### config.mk
export PLATFORM = sky130hd
export DESIGN_NAME = uart_tx_scheduler
export DESIGN_NICKNAME = d
export VERILOG_FILES = /design/src/rtl/uart_tx_scheduler.sv
export SDC_FILE = /design/constraint.sdc
export NUM_CORES = 1
export LEC_CHECK = 0
export ABC_AREA = 1
export BUFFER_PORTS_ARGS = -buffer_cell sky130_fd_sc_hd__buf_4
export CORE_MARGIN = 2
export CORE_UTILIZATION = 54
export DETAILED_ROUTE_END_ITERATION = 7
export PLACE_DENSITY = 0.9
export SYNTH_ARGS = -nofsm -noshare
export SYNTH_HDL_FRONTEND = slang
export SYNTH_SLANG_ARGS = --single-unit
### constraint.sdc
create_clock -name clk -period 5.24 [get_ports clk]
set_input_delay 0.262 -clock clk [delete_from_list [all_inputs] [get_ports clk]]
set_output_delay 0.262 -clock clk [all_outputs]
set_load 0.05 [all_outputs]
### src/rtl/uart_tx_scheduler.sv
// Round-robin scheduler sharing one UART transmitter between N_REQ requesters,
// with multi-byte packet lock, per-byte start/busy/free sequencing and busy timeout.
module uart_tx_scheduler #(
  parameter int unsigned N_REQ   = 4,
  parameter int unsigned DATA_W  = 8,
  parameter int unsigned TIMEOUT = 1024
) (
  input  logic                      clk,
  input  logic                      rst,
  input  logic [N_REQ-1:0]          req_valid,
  input  logic [N_REQ*DATA_W-1:0]   req_data,
  input  logic [N_REQ-1:0]          req_last,
  output logic [N_REQ-1:0]          req_ready,
  output logic                      tx_start,
  output logic [DATA_W-1:0]         tx_data,
  input  logic                      uart_busy,
  input  logic                      uart_free,
  output logic [$clog2(N_REQ)-1:0]  grant_id,
  output logic                      locked,
  output logic                      sched_busy,
  output logic                      err_timeout
);

  localparam int unsigned IDX_W = $clog2(N_REQ);
  localparam int unsigned CNT_W = $clog2(TIMEOUT);

  typedef enum logic [1:0] {IDLE, START, WAIT_BUSY, WAIT_FREE} state_t;

  state_t              state_q, state_d;
  logic [IDX_W-1:0]    rr_ptr;
  logic [CNT_W-1:0]    cnt_q;
  logic [N_REQ-1:0]    eligible;
  logic [IDX_W-1:0]    winner;
  logic                found;
  logic                accept;
  logic                cnt_hit;
  logic                timeout_hit;
  logic [DATA_W-1:0]   win_data;
  int unsigned         idx;

  function automatic logic [IDX_W-1:0] inc_wrap(input logic [IDX_W-1:0] i);
    return IDX_W'((32'(i) + 32'd1) % N_REQ);
  endfunction

  // Arbitration: first eligible requester at or after rr_ptr, lock restricts to owner
  always_comb begin
    eligible = locked ? (req_valid & (N_REQ'(1) << grant_id)) : req_valid;
    found    = 1'b0;
    winner   = '0;
    idx      = 0;
    for (int unsigned k = 0; k < N_REQ; k++) begin
      idx = (32'(rr_ptr) + k) % N_REQ;
      if (!found && eligible[IDX_W'(idx)]) begin
        found  = 1'b1;
        winner = IDX_W'(idx);
      end
    end
    accept   = (state_q == IDLE) && uart_free && found;
    win_data = req_data[32'(winner)*DATA_W +: DATA_W];
    cnt_hit  = (cnt_q == CNT_W'(TIMEOUT - 1));
  end

  // State register
  always_ff @(posedge clk or posedge rst) begin
    if (rst) state_q <= IDLE;
    else     state_q <= state_d;
  end

  // Next-state logic
  always_comb begin
    state_d = state_q;
    case (state_q)
      IDLE:      if (accept) state_d = START;
      START:     state_d = WAIT_BUSY;
      WAIT_BUSY: begin
        if (uart_busy)    state_d = WAIT_FREE;
        else if (cnt_hit) state_d = IDLE;
      end
      WAIT_FREE: if (!uart_busy && uart_free) state_d = IDLE;
      default:   state_d = IDLE;
    endcase
  end

  // Output decode: ready is only ever offered to the winner while idle
  always_comb begin
    req_ready   = '0;
    timeout_hit = 1'b0;
    sched_busy  = (state_q != IDLE);
    if (accept) req_ready = N_REQ'(1) << winner;
    if (state_q == WAIT_BUSY && !uart_busy && cnt_hit) timeout_hit = 1'b1;
  end

  // Registered datapath: byte latch, grant, lock, pointer, timeout counter and pulses
  always_ff @(posedge clk or posedge rst) begin
    if (rst) begin
      rr_ptr      <= '0;
      locked      <= 1'b0;
      grant_id    <= '0;
      tx_data     <= '0;
      tx_start    <= 1'b0;
      err_timeout <= 1'b0;
      cnt_q       <= '0;
    end else begin
      tx_start    <= accept;
      err_timeout <= timeout_hit;
      if (accept) begin
        tx_data  <= win_data;
        grant_id <= winner;
        locked   <= ~req_last[winner];
        if (req_last[winner]) rr_ptr <= inc_wrap(winner);
      end
      if (state_q == START) begin
        cnt_q <= '0;
      end else if (state_q == WAIT_BUSY && !uart_busy && !cnt_hit) begin
        cnt_q <= cnt_q + CNT_W'(1);
      end
      if (timeout_hit) begin
        locked <= 1'b0;
        rr_ptr <= inc_wrap(grant_id);
      end
    end
  end

endmodule

Yosys cells after proc, flatten, opt, wreduce, memory -nomap -nowiden
Cells that the tools add are included.
W data, S select, Z words.
- bits in registers: 27
- output and inout bits: 18
- $add $sub $neg: 6
- $lt $le $gt $ge: 5
- equal/unequal tests: 7
- shift operators: 3
- muxes and demuxes: 33
- bitwise gates (word level): 2
- reductions and logical operators: 21
- operators with widths (kind ; number):
    $shiftx A32 B6 Y8 ; 1
    $mux W2 ; 11
    $mux W10 ; 2
    $lt A2 B3 Y1 const B ; 5
    $mux W1 ; 12
    $add A10 B1 Y10 const B ; 1
    $bmux W1 S2 ; 5
    $eq A10 B10 Y1 const B ; 1
    $logic_and A1 B1 Y1 ; 9
    $mux W4 ; 2
    $pmux W2 S4 ; 1
    $reduce_bool A2 Y1 ; 4
    $shl A1 B2 Y4 const A ; 2
    $add A2 B1 Y2 const B ; 3
    $logic_not A1 Y1 ; 5
    $add A2 B2 Y2 const B ; 2
    $and A4 B4 Y4 ; 1
    $eq A2 B2 Y1 const B ; 2
    $ne A2 B2 Y1 const B ; 2
    $ne A3 B3 Y1 const B ; 1
    $reduce_and A3 Y1 ; 1
    $eq A2 B1 Y1 const B ; 1
    $logic_not A2 Y1 ; 1
    $reduce_and A2 Y1 ; 1
    $not A1 Y1 ; 1

Longest topological paths before layout
- depth in word-level cells: 20
- mapped depth: 19
- gate-level depth less buffers: 18

Worst setup path after synthesis
No wires, ideal clock.
- kind: reg-to-output
- from: reg grant_id[0]
- to: out req_ready[1]
- data arrival time: 2.883 ns
- data required time: 4.978 ns
- slack: 2.095 ns
- stages on the path, launching flop included: 14
- buffers on the path: 1
- path through: dfrtp_1 > inv_1 > nand2_1 > nand2_1 > nand3_1 > nand3_1 > o21ai_4 > nand3_1 > nor2_1 > nand2_1 > nand2_2 > inv_2 > buf_2 > nor3_1
- longest elaborated chain between the ends: 17
- elaborated cells on any way between the ends: 28
- those cells by class: 2 x shift; 18 x mux; 1 x bitwise; 7 x reduce/logical
- ends and longest elaborated chain (item ; RTL line ; text):
    from (decl) ; 18 ; output logic [$clog2(N_REQ)-1:0] grant_id,
    from (signal assigned) ; 108 ; grant_id <= winner;
    $shl A1 B2 Y4 (*) ; 47 ; eligible = locked ? (req_valid & (N_REQ'(1) << grant_id)) : req_valid;
    $and A4 B4 Y4 (*) ; 47 ;
    $mux W4 (*) ; 47 ;
    $bmux W1 S2 ; 53 ; if (!found && eligible[IDX_W'(idx)]) begin
    $mux W1 (implied by the code) ; 53 ;
    $mux W1 ; 53 ;
    $logic_not A1 Y1 ; 53 ;
    $logic_and A1 B1 Y1 ; 53 ;
    $mux W1 ; 53 ;
    $logic_not A1 Y1 ; 53 ;
    $logic_and A1 B1 Y1 ; 53 ;
    $mux W1 ; 53 ;
    $logic_not A1 Y1 ; 53 ;
    $logic_and A1 B1 Y1 ; 53 ;
    $mux W2 / $mux W1 (equally long branches) ; 53 ;
    $shl A1 B2 Y4 / $logic_and A1 B1 Y1 (equally long branches) ; 89, 58 ;
    $mux W4 (*) ; 89 ; if (accept) req_ready = N_REQ'(1) << winner;
    to (decl) ; 13 ; output logic [N_REQ-1:0] req_ready,
Mark *: on every way between the ends. The rest lies on a longest branch, timed or not. The select of a mux whose other input is x is not followed.

Worst setup path in the final report
- from: reg rr_ptr[0]
- to: out req_ready[3]
- longest elaborated chain between the ends: 14
- elaborated cells on any way between the ends: 28
- those cells by class: 3 x add/sub; 1 x shift; 17 x mux; 7 x reduce/logical
- ends and longest elaborated chain (item ; RTL line ; text):
    from (decl) ; 30 ; logic [IDX_W-1:0] rr_ptr;
    from (signal assigned) ; 110 ; if (req_last[winner]) rr_ptr <= inc_wrap(winner);
    from (signal assigned) ; 119 ; rr_ptr <= inc_wrap(grant_id);
    branches (longest 13 deep; another with $add A2 B1 Y2) ; n/a ;
    $mux W4 (*) ; 89 ;
Mark *: on every way between the ends. The select of a mux whose other input is x is not followed.

==> metrics.yaml <==
io_pins: 62
num_vias: 2024
cts_buffers: 3
worstMarginPinSlew_ns: 0.961
dp_hpwl_um: 3550
cts_root_buf: "clkbuf_4"
r2r_slack_ns: 2.86
cts_sinks: 27
async_flop_share: 1.00
clock_path_buffers: 2
fin_setup_tns_ns: 0
setup_viol: 0
clk_latency_ns: 0.32
wl_um: 4500
ctsHtreeMaxLevel: 1
grt_usage: 0.237
start_kind: "register"
cp-end-kind: "primary output"
stdcell_area_mm2: 0.00236
hold_path.class: "input port to asynchronous set/reset pin"
power.leakage_nw: 1.28
post-cts-setup-buffers: 0
avgSynthCellArea_um2: 6.71
vias_per_cell: 5.28
fin_crit_sh: 0.570
synth_cells: 279
diodes: 0
required_ns: 4.98
placed_area_mm2: 0.00234
syn_area_mm2: 0.00187
synth_cell_types: 28
wire_per_inst_um: 11.7
cts_resized: 0
synth_nets: 324
synth.most_common_cell: "nand2_1"
grt_pass1_wl_um: 7710
io_buffers: 61
ff2ff_path_depth: 14
drt-pass1-iter-count: 4
r2r_end: "tx_data[4]$_DFFE_PP0P_"
maxCapViolCount: 0
grt_overflow_total: 0
cp_data_arrival_time_ns: 2.72
dieArea_mm2: 0.00395
peakVddDrop_mv: 0.433
grt_max_degree: 28
drtIter0Drc: 140
critPathKind: "register to primary output"
routabilityCongestion: 0.879
crit_fanout: 14
synth_top_area_share: 0.361
fin_skew_ns: 0.00176
ctsHoldBuffers: 0
rsz0062_at_grt: "false"
synth_common_cells: "nand2_1 (108), nand3_1 (29), dfrtp_1 (27)"
clk_pin_slew_worst_paths_ns: 0.13
ys_ff_latch: 27
die_x_um: 62.9
core.rowCount: 21
min_period_ns: 2.98
area_growth_pct: 26.3
antenna_found_initial: 0
finalHoldViolations: 0
synth-edff-count: 0
core-area_mm2: 0.00334
outcome: "finished clean"
die_height_um: 62.9
slew-limit-headroom: 0.359
rr_startpoint: "rr_ptr[0]$_DFFE_PP0P_"
slew_viol_final: 0
grt_pass1_vias: 1855
fmax_mhz: 335
synth_ff_type: "dfrtp_1"
yosysWarningCount: 0
ys_seq_area_frac: 0.361
fin_nets: 383
drc: 0
drive_gt1_frac: 0.246
cts_tree: "yes"
synth_largest_area_cell: "dfrtp_1"
start_util: 0.561
yosys-top-cells-area: "dfrtp_1 (36%), nand2_1 (22%), nand3_1 (7.8%), inv_1 (4.8%), a21oi_1 (3.7%)"
antenna_left: 0
p_per_area_mw_per_mm2: 694
fin_cells: 383
dp_cells: 379
area by class of cell:
type | count | area (um2)
multi-input cells | 217 | 1040
fillers | 289 | 972
flip-flops and latches | 27 | 676
repair buffers | 61 | 458
inverters | 28 | 105
well taps | 46 | 57.6
clock buffers | 3 | 22.5
clock inverters | 1 | 5.00
stage by stage:
| step | utilization | hold slack (ns) | power [mW] | setup WS, ns |
|---|---|---|---|---|
| 6_report | 0.709 | 0.148 | 1.64 | 2.26 |
| 5_1_grt | 0.709 | 0.231 | 1.80 | 1.99 |
| 4_1_cts | 0.709 | 0.177 | 1.64 | 2.25 |
| 3_5_place_dp | 0.700 | 0.476 | 1.55 | 2.62 |
| 3_3_place_gp | 0.700 | 0.473 | 1.53 | 2.77 |
| 2_1_floorplan | - | 0.315 | 1.31 | 2.10 |
report_power, final:
| part | internal (mW) | leakage [nW] | switching (mW) |
|---|---|---|---|
| sequential | 0.272 | 0.353 | 0.0673 |
| combinational | 0.368 | 0.909 | 0.847 |
| clock | 0.0286 | 0.0177 | 0.0578 |
| total | 0.668 | 1.28 | 0.972 |
layout by cell type, fill, tap and decap left out, drive strengths merged, types with 2 or more instances in the layout:
cell,count
nor2,17
dfrtp,27
a211oi,2
inv,28
nor3,6
nand4,8
nand2,114
clkbuf,3
buf,61
nand3,33
o21ai,16
nor4,2
a21oi,14
cell families after synthesis:
| logic type | Yosys count | synth area share |
|---|---|---|
| adders and majority gates | 1 | 0.00668 |
| DFF | 27 | 0.361 |
| xor gates and xnor gates | 1 | 0.00869 |
| and+or+nand+nor | 181 | 0.439 |
| AOI/OAI and AO/OA | 34 | 0.102 |
| buffers and inverters | 35 | 0.0829 |
routing by layer:
metal,routed length [um],GRT usage
met1,2010,0.301
met2,2190,0.411
met3,258,0.0523
met4,46,0.0500
met5,0,0
worst max-delay path, cell delays in order (launching register included):
cell and delay (ns):
dfrtp_1 0.57, inv_1 0.18, nand3_1 0.15, nand2_2 0.09
o21ai_4 0.22, nand4_4 0.16, and2_1 0.20, nand2_2 0.20
inv_1 0.21, nand2_1 0.17, nor2_1 0.06, buf_4 0.19
sequential cells by signal (all words and copies together), names as in the netlist:
| signal | cells |
|---|---|
| cnt_q | 10 |
| err_timeout | 1 |
| grant_id | 2 |
| locked | 1 |
| rr_ptr | 2 |
| state_q | 2 |
| tx_data | 8 |
| tx_start | 1 |
how the worst max path moves through the flow:
stage | startpoint | end | slack (ns) | depth (start not counted)
2_1_floorplan | grant_id[0]$_DFFE_PP0P_ | req_ready[1] | 2.10 | 13
3_3_place_gp | rr_ptr[0]$_DFFE_PP0P_ | req_ready[3] | 2.77 | 11
3_5_place_dp | rr_ptr[0]$_DFFE_PP0P_ | req_ready[3] | 2.62 | 11
4_1_cts | rr_ptr[0]$_DFFE_PP0P_ | req_ready[3] | 2.25 | 11
5_1_grt | rr_ptr[0]$_DFFE_PP0P_ | req_ready[3] | 1.99 | 11
6_report | rr_ptr[0]$_DFFE_PP0P_ | req_ready[3] | 2.26 | 11
Power figures use the tool's default switching activity.
